--- config.mk ---
export PLATFORM = sky130hd
export DESIGN_NAME = fifo_wr_arbiter
export DESIGN_NICKNAME = d
export VERILOG_FILES = /design/src/rtl/fifo_arb_pkg.sv /design/src/rtl/rr_pick.sv /design/src/rtl/fifo_wr_arbiter.sv
export SDC_FILE = /design/constraint.sdc
export NUM_CORES = 1
export LEC_CHECK = 0
export CAP_MARGIN = 15
export CORE_UTILIZATION = 32
export DETAILED_ROUTE_END_ITERATION = 6
export PLACE_DENSITY_LB_ADDON = 0.15
export SYNTH_ARGS = -nofsm -noshare
export SYNTH_HDL_FRONTEND = slang
export SYNTH_SLANG_ARGS = --single-unit
export TNS_END_PERCENT = 100
--- constraint.sdc ---
create_clock -name wr_clk -period 1.7 [get_ports wr_clk]
set_input_delay 0.255 -clock wr_clk [delete_from_list [all_inputs] [get_ports wr_clk]]
set_output_delay 0.255 -clock wr_clk [all_outputs]
set_load 0.01 [all_outputs]
--- src/rtl/fifo_arb_pkg.sv ---
// Shared types and helpers for the FIFO write-port arbiter.
package fifo_arb_pkg;

  typedef enum logic [0:0] {
    ARB_IDLE,
    ARB_BURST
  } arb_state_e;

  // Width of an index over n items; never below one bit.
  function automatic int unsigned idx_width(input int unsigned n);
    if (n <= 2) return 1;
    return $clog2(n);
  endfunction

endpackage

--- src/rtl/rr_pick.sv ---
// Combinational round-robin picker: first set request at or after last_grant+1, with wrap.
// This search order is the single definition of arbitration priority.
module rr_pick
  import fifo_arb_pkg::*;
#(
  parameter int unsigned NumReq = 4,
  localparam int unsigned IdW = idx_width(NumReq)
) (
  input  logic [NumReq-1:0] req_i,
  input  logic [IdW-1:0]    last_grant_i,
  output logic [IdW-1:0]    pick_id_o,
  output logic              pick_valid_o
);

  // Walk the requesters starting just after the previous winner; the first hit wins.
  always_comb begin
    logic [IdW-1:0] idx;
    idx          = '0;
    pick_id_o    = '0;
    pick_valid_o = 1'b0;
    for (int unsigned off = 1; off <= NumReq; off++) begin
      idx = IdW'((32'(last_grant_i) + off) % NumReq);
      if (!pick_valid_o && req_i[idx]) begin
        pick_valid_o = 1'b1;
        pick_id_o    = idx;
      end
    end
  end

endmodule

--- src/rtl/fifo_wr_arbiter.sv ---
// Round-robin arbiter sharing the FIFO write port between NUM_REQ producers.
// A grant lasts up to MAX_BURST beats; fifo_full gates writes combinationally.
module fifo_wr_arbiter
  import fifo_arb_pkg::*;
#(
  parameter int unsigned NUM_REQ    = 4,
  parameter int unsigned FIFO_WIDTH = 16,
  parameter int unsigned MAX_BURST  = 4,
  localparam int unsigned GntW = idx_width(NUM_REQ)
) (
  input  logic                          wr_clk,
  input  logic                          rst_n,
  input  logic [NUM_REQ-1:0]            req_valid,
  input  logic [NUM_REQ*FIFO_WIDTH-1:0] req_data,
  output logic [NUM_REQ-1:0]            req_ready,
  input  logic                          fifo_full,
  output logic                          fifo_wr_en,
  output logic [FIFO_WIDTH-1:0]         fifo_din,
  output logic [GntW-1:0]               grant_id,
  output logic                          busy,
  output logic [15:0]                   wr_count
);

  localparam int unsigned BeatW = idx_width(MAX_BURST);

  arb_state_e      state_q, state_d;
  logic [GntW-1:0] grant_q, grant_d;
  logic [GntW-1:0] last_grant_q, last_grant_d;
  logic [BeatW-1:0] beat_cnt_q, beat_cnt_d;
  logic [15:0]     wr_count_q, wr_count_d;

  logic [FIFO_WIDTH-1:0] data_arr [NUM_REQ];
  logic [GntW-1:0]       pick_id;
  logic                  pick_valid;
  logic                  cur_valid;
  logic                  beat;

  for (genvar g = 0; g < NUM_REQ; g++) begin : g_unpack
    assign data_arr[g] = req_data[g*FIFO_WIDTH +: FIFO_WIDTH];
  end

  rr_pick #(
    .NumReq (NUM_REQ)
  ) u_rr_pick (
    .req_i        (req_valid),
    .last_grant_i (last_grant_q),
    .pick_id_o    (pick_id),
    .pick_valid_o (pick_valid)
  );

  // Write-side outputs; fifo_full reaches fifo_wr_en with no register in between.
  always_comb begin
    busy       = (state_q == ARB_BURST);
    cur_valid  = req_valid[grant_q];
    beat       = busy && cur_valid && !fifo_full;
    fifo_wr_en = beat;
    req_ready  = '0;
    if (busy && !fifo_full) req_ready[grant_q] = 1'b1;
    fifo_din   = busy ? data_arr[grant_q] : '0;
    grant_id   = grant_q;
    wr_count   = wr_count_q;
  end

  // Next-state: arbitrate in IDLE, count beats in BURST, release on last beat or early drop.
  always_comb begin
    state_d      = state_q;
    grant_d      = grant_q;
    last_grant_d = last_grant_q;
    beat_cnt_d   = beat_cnt_q;
    wr_count_d   = wr_count_q;
    case (state_q)
      ARB_IDLE: begin
        if (pick_valid) begin
          grant_d    = pick_id;
          beat_cnt_d = '0;
          state_d    = ARB_BURST;
        end
      end
      ARB_BURST: begin
        if (beat) begin
          wr_count_d = wr_count_q + 16'd1;
          beat_cnt_d = beat_cnt_q + BeatW'(1);
          if (beat_cnt_q == BeatW'(MAX_BURST - 1)) begin
            state_d      = ARB_IDLE;
            last_grant_d = grant_q;
          end
        end else if (!cur_valid && !fifo_full) begin
          // Requester ended early; a full FIFO alone never releases the grant.
          state_d      = ARB_IDLE;
          last_grant_d = grant_q;
        end
      end
      default: state_d = ARB_IDLE;
    endcase
  end

  // State registers; last_grant resets to the top so requester 0 wins first.
  always_ff @(posedge wr_clk or negedge rst_n) begin
    if (!rst_n) begin
      state_q      <= ARB_IDLE;
      grant_q      <= '0;
      last_grant_q <= GntW'(NUM_REQ - 1);
      beat_cnt_q   <= '0;
      wr_count_q   <= '0;
    end else begin
      state_q      <= state_d;
      grant_q      <= grant_d;
      last_grant_q <= last_grant_d;
      beat_cnt_q   <= beat_cnt_d;
      wr_count_q   <= wr_count_d;
    end
  end

endmodule

==> metrics.md, run 1 <==
| Metric | Value |
|---|---|
| Largest cells by area after synthesis | `dfrtp_1 (32%), mux4_2 (24%), and2_1 (6.2%), xnor2_1 (5.4%), dfstp_2 (3.2%)` |
| Violated checks | `setup timing` |
| Placed wire-length estimate | `around 4.3 mm` |
| Vias in the first global route | `1760` |
| Post-synthesis cell type count | `30` |
| Largest net degree at the start of global routing | `24` |
| Clk sinks | `23` |
| Die H | `73.2 um` |
| Worst-path clk slew | `0.08 ns` |
| Drt wl/cell | `16.4 um` |
| GRT Total Usage | `0.225` |
| Most used flip-flop cell after synthesis | `dfrtp_1` |
| Hold WC Path Type | `input port to asynchronous set/reset pin` |
| Multi-input logic area | `0.00116 mm2` |
| Fin crit share | `1.16` |
| Starting DRT DRC Count | `80` |
| Post-synth EDFFs | `0` |
| Die Area | `0.00536 mm2` |
| Reg-to-Reg Start | `grant_id[1]` |
| Area share of the largest cell type after synthesis | `0.324` |
| Max clock buf depth | `2` |
| Crit-path cells | `buf_6, buf_4, mux4_2, and2_4, buf_6` |
| Startpoint types | `flip-flop` |
| Htree depth | `1` |
| CP startpoint | `grant_id[0]` |
| IO Port Bufs | `110` |
| Total number of vias | `1758` |
| Crit path time final | `1.97 ns` |
| Placed insts | `between 300 and 400` |
| GRT overflow | `0` |
| FFs w/ async S/R, synth | `1.00` |
| Leak | `1.44 nW` |
| CTS buffer count | `3` |
| Synth Register Bits | `23` |
| Most common cell in the netlist | `dfrtp_1` |
| Commonest cells in the synthesized netlist | `dfrtp_1 (21), mux4_2 (17), and2_1 (16)` |
| RR Endpoint | `wr_count[14]` |
| Hold-fix buffers, CTS | `0` |
| Clk_lat worst skew | `~0.27 ns` |
| Share of cells above drive strength 1 | `0.396` |
| Hold slack final | `0.339 ns` |
| CP endpoint | `fifo_din[13]` |
| Final setup viols | `20` |
| Mapped Area | `0.00162 mm2` |
| DRT Wirelength | `5.92 mm` |
| Routability Congestion | `0.760` |
| CTS tree | `yes` |
| Post-synthesis sequential area ratio | `0.356` |
| Die width | `73.2 um` |
| Worst Path Required | `between 1 and 1.5 ns` |
| Register Area | `579 um2` |
| Switching Share | `0.355` |
| Final Skew | `between 0.005 and 0.006 ns` |
| Crit path max-delay cell type | `mux4_2` |
| Dominant cell type by area after synthesis | `dfrtp_1` |
| Synthesized Nets | `223` |
| R2R depth | `6` |
| Final antenna-violating net count | `0` |
| Post-DR vias/cell | `slightly below 5` |
| Initial antenna violation count | `0` |
| CP Class | `flip-flop to output port` |
| Max-Cap Viols | `0` |
| Endpoints failing hold | `0` |
| # IOs | `111` |
| Psw | `1.58 mW` |
| Worst setup slack after layout | `-0.271 ns` |
| Starting density of the core | `0.339` |
| Root Buffer | `clkbuf_8` |
| Fmax | `between 500 and 600 MHz` |
| Diodes inserted | `0` |
| Logic pwr share | `0.726` |
| Max-slew violation count | `0` |
| Most common cell on crit path | `buf_6` |
| Residual DRC | `0` |
| Sequential cell fraction of total power | `0.198` |
| Worst VDD drop | `about 0.92 mV` |
| Layout fillers | `373` |
| CP arrival | `1.72 ns` |
| Relative slew slack | `0.738` |
| Placeable Area | `0.00479 mm2` |
| Crit end category | `output port` |
| Status | `finished, violations left` |
| PwrDens | `about 1300 mW/mm2` |
| Fin nets | `367` |
| First-pass GRT wire length | `around 9.1 mm` |
| Critical Path Fanout Max | `6` |
| Measured slew at the worst slew-check pin | `slightly below 0.4 ns` |
| Non-Filler Instances | `360` |
| Area growth syn-to-layout | `105%` |
| Warnings from Yosys | `0` |
| Syn Area/Cell | `10.8 um2` |
| CP top delay family | `multiplexers` |
| Int Pwr | `2.88 mW` |
| Reg2Reg Setup Slack | `-0.02 ns` |
| WP depth | `5` |
| Slowest stage delay, CP | `0.49 ns` |
| Mapped Cells | `150` |
| CP bufs+invs | `3` |
| Clock share of power | `0.077` |
| DRT Pass-1 Iters | `4` |
| RSZ-0062 raised after global routing | `yes` |
| Num rows | `25` |
stage by stage:
step,instance area [um2],power [mW],TNS (ns),worst slack [ns],utilization
floorplan,1640,2.16,0,0.0182,-
global placement,2960,3.45,-8.84,-0.392,0.619
detailed placement,2960,3.47,-9.24,-0.380,0.619
CTS,3130,4.02,-4.17,-0.336,0.653
global route,3320,4.74,-5.13,-0.320,0.694
finish,3320,4.46,-3.73,-0.271,0.694
power by group through the flow:
stage,clock network (mW),logic (mW),registers (mW)
2_1_floorplan,0,1.28,0.883
6_report,0.342,3.23,0.882
4_1_cts,0.350,2.79,0.879
5_1_grt,0.372,3.45,0.913
3_3_place_gp,0,2.58,0.870
3_5_place_dp,0,2.59,0.874
timing repair:
item | in CTS | in global routing
gates cloned | 1 | 1
endpoints found under the setup margin | 31 | 36
resized for setup | 111 | 52
pin swaps | 18 | 12
buffers inserted | 10 | 4
worst min-delay path by stage:
stage	slack, ns	cells past startpoint	endpoint	start
after CTS	0.35	2	wr_count[15]	rst_n
after global routing	0.37	2	wr_count[15]	rst_n
after global placement	0.46	1	wr_count[15]	wr_count[15]
after detailed placement	0.47	1	wr_count[15]	wr_count[15]
after floorplan	-0.04	0	beat_cnt_q[0]	rst_n
final	0.34	2	wr_count[14]	rst_n
layout by cell type, fill, tap and decap left out, types with 2 or more instances in the layout:
master and instances:
nand3_1 3, clkbuf_8 3, nand3_2 3, nand2_2 2, xnor2_2 2, nand4_1 5, xnor2_1 8, clkdlybuf4s50_1 87
and2_1 5, a21oi_1 3, buf_4 22, buf_12 2, a31oi_1 2, buf_2 8, nor2_1 6, nand3_4 2
and3_1 3, nor3_2 2, and2_4 11, dfrtp_1 20, buf_6 25, xor2_1 5, mux4_2 17, inv_1 4
nor4_4 2, ha_1 2, nand2b_1 2, dfstp_2 2, o21ai_0 2, nand2_1 12
routing by layer:
| layer | GRT usage | wire length (um) | up-vias |
|---|---|---|---|
| li1 | - | - | 837 |
| met1 | 0.292 | 2530 | 856 |
| met2 | 0.384 | 2950 | 55 |
| met3 | 0.0428 | 344 | 10 |
| met4 | 0.0545 | 92 | 0 |
| met5 | 0 | 0 | - |
flip-flops by register name (all words and copies together) (netlist names):
name / cells
wr_count: 16
beat_cnt_q: 2
grant_id: 2
last_grant_q: 2
busy: 1
cell type report:
class / instances / area share
Inverter: 5 / 0.00565
Clock buffer: 3 / 0.0124
Sequential cell: 23 / 0.174
Timing Repair Buffer: 147 / 0.432
Tap cell: 67 / 0.0252
Clock inverter: 1 / 0.00151
Multi-Input combinational cell: 114 / 0.349
kinds of logic after synthesis:
kind of cell	count (synthesis)	synth area share
buffers and inverters	13	0.0324
AO/OA/AOI/OAI	11	0.0394
AND/OR/NAND/NOR	66	0.219
XOR/XNOR	15	0.0810
multiplexers	20	0.256
adder cells (fa/ha/maj)	2	0.0154
flip-flops	23	0.356
(Power assumes the default switching activity.)
==> run 2: changes to the inputs <==
CAP_MARGIN = 20   (was 15)
CORE_ASPECT_RATIO = 1.25   (was not set)
PLACE_DENSITY = 0.77   (was not set)
PLACE_DENSITY_LB_ADDON = not set   (was 0.15)
==> run 2 against run 1 <==
  * The run still ends with setup timing left
  * Clock power about the same
  * Via count is 2.7% lower
  * Sequential power down 0.6%
  * Cell count down 5.6%
==> metrics.md, run 2 (same netlist as run 1, synthesis figures left out) <==
| Metric | Value |
|---|---|
| Startpoint types | `flip-flop (unchanged)` |
| Final antenna-violating net count | `0 (unchanged)` |
| CP bufs+invs | `3 (unchanged)` |
| CTS tree | `yes (unchanged)` |
| Worst Path Required | `1.44 ns (about the same)` |
| Vias in the first global route | `1791 (was 1760)` |
| Slowest stage delay, CP | `0.48 ns (was 0.49 ns)` |
| Htree depth | `1 (unchanged)` |
| Fin crit share | `1.13 (was 1.16)` |
| Crit-path cells | `buf_6, buf_6, mux4_2, and2_1, buf_2 (was buf_6, buf_4, mux4_2, and2_4, buf_6)` |
| CTS buffer count | `3 (unchanged)` |
| Most common cell after layout, fill and taps aside | `clkdlybuf4s50_1 (unchanged)` |
| DRT Wirelength | `6.05 mm (was 5.92 mm)` |
| Worst setup slack after layout | `-0.219 ns (was -0.271 ns)` |
| PwrDens | `1240 mW/mm2 (was 1340 mW/mm2)` |
| Starting DRT DRC Count | `67 (was 80)` |
| Non-Filler Instances | `340 (was 360)` |
| Placed wire-length estimate | `4.54 mm (was 4.27 mm)` |
| Crit path max-delay cell type | `mux4_2 (unchanged)` |
| Status | `finished, violations left (unchanged)` |
| Residual DRC | `0 (unchanged)` |
| RSZ-0062 raised after global routing | `yes (unchanged)` |
| Reg2Reg Setup Slack | `-0.06 ns (was -0.02 ns)` |
| Die Area | `0.00536 mm2 (about the same)` |
| Area growth syn-to-layout | `91.4% (was 105%)` |
| Die H | `81.6 um (was 73.2 um)` |
| Leak | `1.35 nW (was 1.44 nW)` |
| First-pass GRT wire length | `9.13 mm (was 9.09 mm)` |
| GRT Total Usage | `0.230 (was 0.225)` |
| Largest net degree at the start of global routing | `24 (unchanged)` |
| CP arrival | `1.66 ns (was 1.72 ns)` |
| Root Buffer | `clkbuf_8 (unchanged)` |
| CP startpoint | `grant_id[0] (unchanged)` |
| Endpoints failing hold | `0 (unchanged)` |
| # IOs | `111 (unchanged)` |
| Routability Congestion | `0.779 (was 0.760)` |
| Placed insts | `329 (was 342)` |
| Most common cell on crit path | `buf_6 (unchanged)` |
| Diodes inserted | `0 (unchanged)` |
| Setup TNS | `-3.22 ns (was -3.73 ns)` |
| Measured slew at the worst slew-check pin | `0.471 ns (was 0.392 ns)` |
| Drt wl/cell | `17.8 um (was 16.4 um)` |
| Max-Cap Viols | `0 (unchanged)` |
| Worst VDD drop | `0.725 mV (was 0.918 mV)` |
| Placeable Area | `0.00480 mm2 (was 0.00479 mm2)` |
| Max reg flops | `16 (unchanged)` |
| CP Class | `flip-flop to output port (unchanged)` |
| Total number of vias | `1711 (was 1758)` |
| Final setup viols | `25 (was 20)` |
| Final Skew | `0.00291 ns (was 0.00548 ns)` |
| Share of cells above drive strength 1 | `0.336 (was 0.396)` |
| Num rows | `28 (was 25)` |
| Die width | `65.7 um (was 73.2 um)` |
| Post-DR vias/cell | `5.03 (was 4.88)` |
| DRT Pass-1 Iters | `4 (unchanged)` |
| Starting density of the core | `0.338 (was 0.339)` |
| Pre-CTS setup slack | `-0.419 ns (was -0.380 ns)` |
| Violated checks | `setup timing (unchanged)` |
| Initial antenna violation count | `0 (unchanged)` |
| GRT overflow | `0 (unchanged)` |
| Worst-path clk slew | `0.08 ns (about the same)` |
| Max-slew violation count | `0 (unchanged)` |
| Critical Path Fanout Max | `5 (was 6)` |
| Max clock buf depth | `2 (unchanged)` |
| Crit end category | `output port (unchanged)` |
| Clk sinks | `23 (unchanged)` |
| Relative slew slack | `0.683 (was 0.738)` |
| Most frequent cells in the layout | `clkdlybuf4s50_1 (87), dfrtp_1 (20), buf_2 (18), mux4_2 (17), and2_1 (15) (was clkdlybuf4s50_1 (87), buf_6 (25), buf_4 (22), dfrtp_1 (20), mux4_2 (17))` |
| Clk_lat worst skew | `0.27 ns (about the same)` |
| Fin util | `0.647 (was 0.694)` |
| IO Port Bufs | `110 (unchanged)` |
| Hold WC Path Type | `input port to asynchronous set/reset pin (unchanged)` |
| Fin nets | `354 (was 367)` |
| Crit path time final | `1.92 ns (was 1.97 ns)` |
| Reg-to-Reg Start | `grant_id[0] (was grant_id[1])` |
| CP top delay family | `multiplexers (unchanged)` |
| Fmax | `521 MHz (was 507 MHz)` |
[run 2: repair_timing]
action | CTS | global route
resized for setup | 111 | 21
setup buffers | 8 | 0
pin swaps | 21 | 12
endpoints found under the setup margin | 32 | 34
hold endpoints to repair | 0 | 0
cloned | 1 | 0
hold buffers | 0 | 0
[run 2: cell type report]
type	instances	area [um2]
fill	412	1700
multi-input combinational	114	1140
clock inverter	1	5.00
inverter	5	18.8
tap	60	75.1
clock buffer	3	41.3
sequential	23	579
timing repair buffer	134	1240
[run 2: where the power goes]
group          internal (mW)  switching (mW)  total (mW)  leakage, nW
Clock                  0.164           0.180       0.344       0.0255
Sequential             0.700           0.177       0.877        0.295
Combinational           1.52            1.10        2.62         1.03
[run 2: per-stage QoR]
step | area, um2 | hold slack [ns] | power (mW)
3_3_place_gp | 2920 | 0.463 | 3.36
3_5_place_dp | 2920 | 0.468 | 3.41
4_1_cts | 3070 | 0.336 | 3.90
5_1_grt | 3100 | 0.354 | 4.10
2_1_floorplan | 1640 | -0.0406 | 2.16
6_report | 3100 | 0.329 | 3.84
[run 2: worst reg2reg max path, stage by stage (launching register included)]
cell	delay, ns
dfrtp_2	0.44
buf_6	0.14
buf_6	0.11
mux4_2	0.27
buf_6	0.14
and3_4	0.28
nand4_1	0.14
xnor2_1	0.14
[run 2: layer usage]
| metal | share of wire | GRT usage | vias to the layer above | wire length, um |
|---|---|---|---|---|
| met5 | 0 | 0 | - | 0 |
| met4 | 0.014 | 0.0783 | 0 | 87 |
| met3 | 0.11 | 0.0722 | 6 | 663 |
| met2 | 0.52 | 0.421 | 94 | 3160 |
| met1 | 0.35 | 0.246 | 802 | 2140 |
| li1 | - | - | 809 | - |
[run 2: final timing paths]
check,to,cells after the start
worst max-delay path,fifo_din[11],5
worst min-delay path,wr_count[3],2
worst max register to register,wr_count[11],7
worst min register to register,wr_count[15],1
max in group asynchronous,last_grant_q[0],2
min in group wr_clk,wr_count[15],1
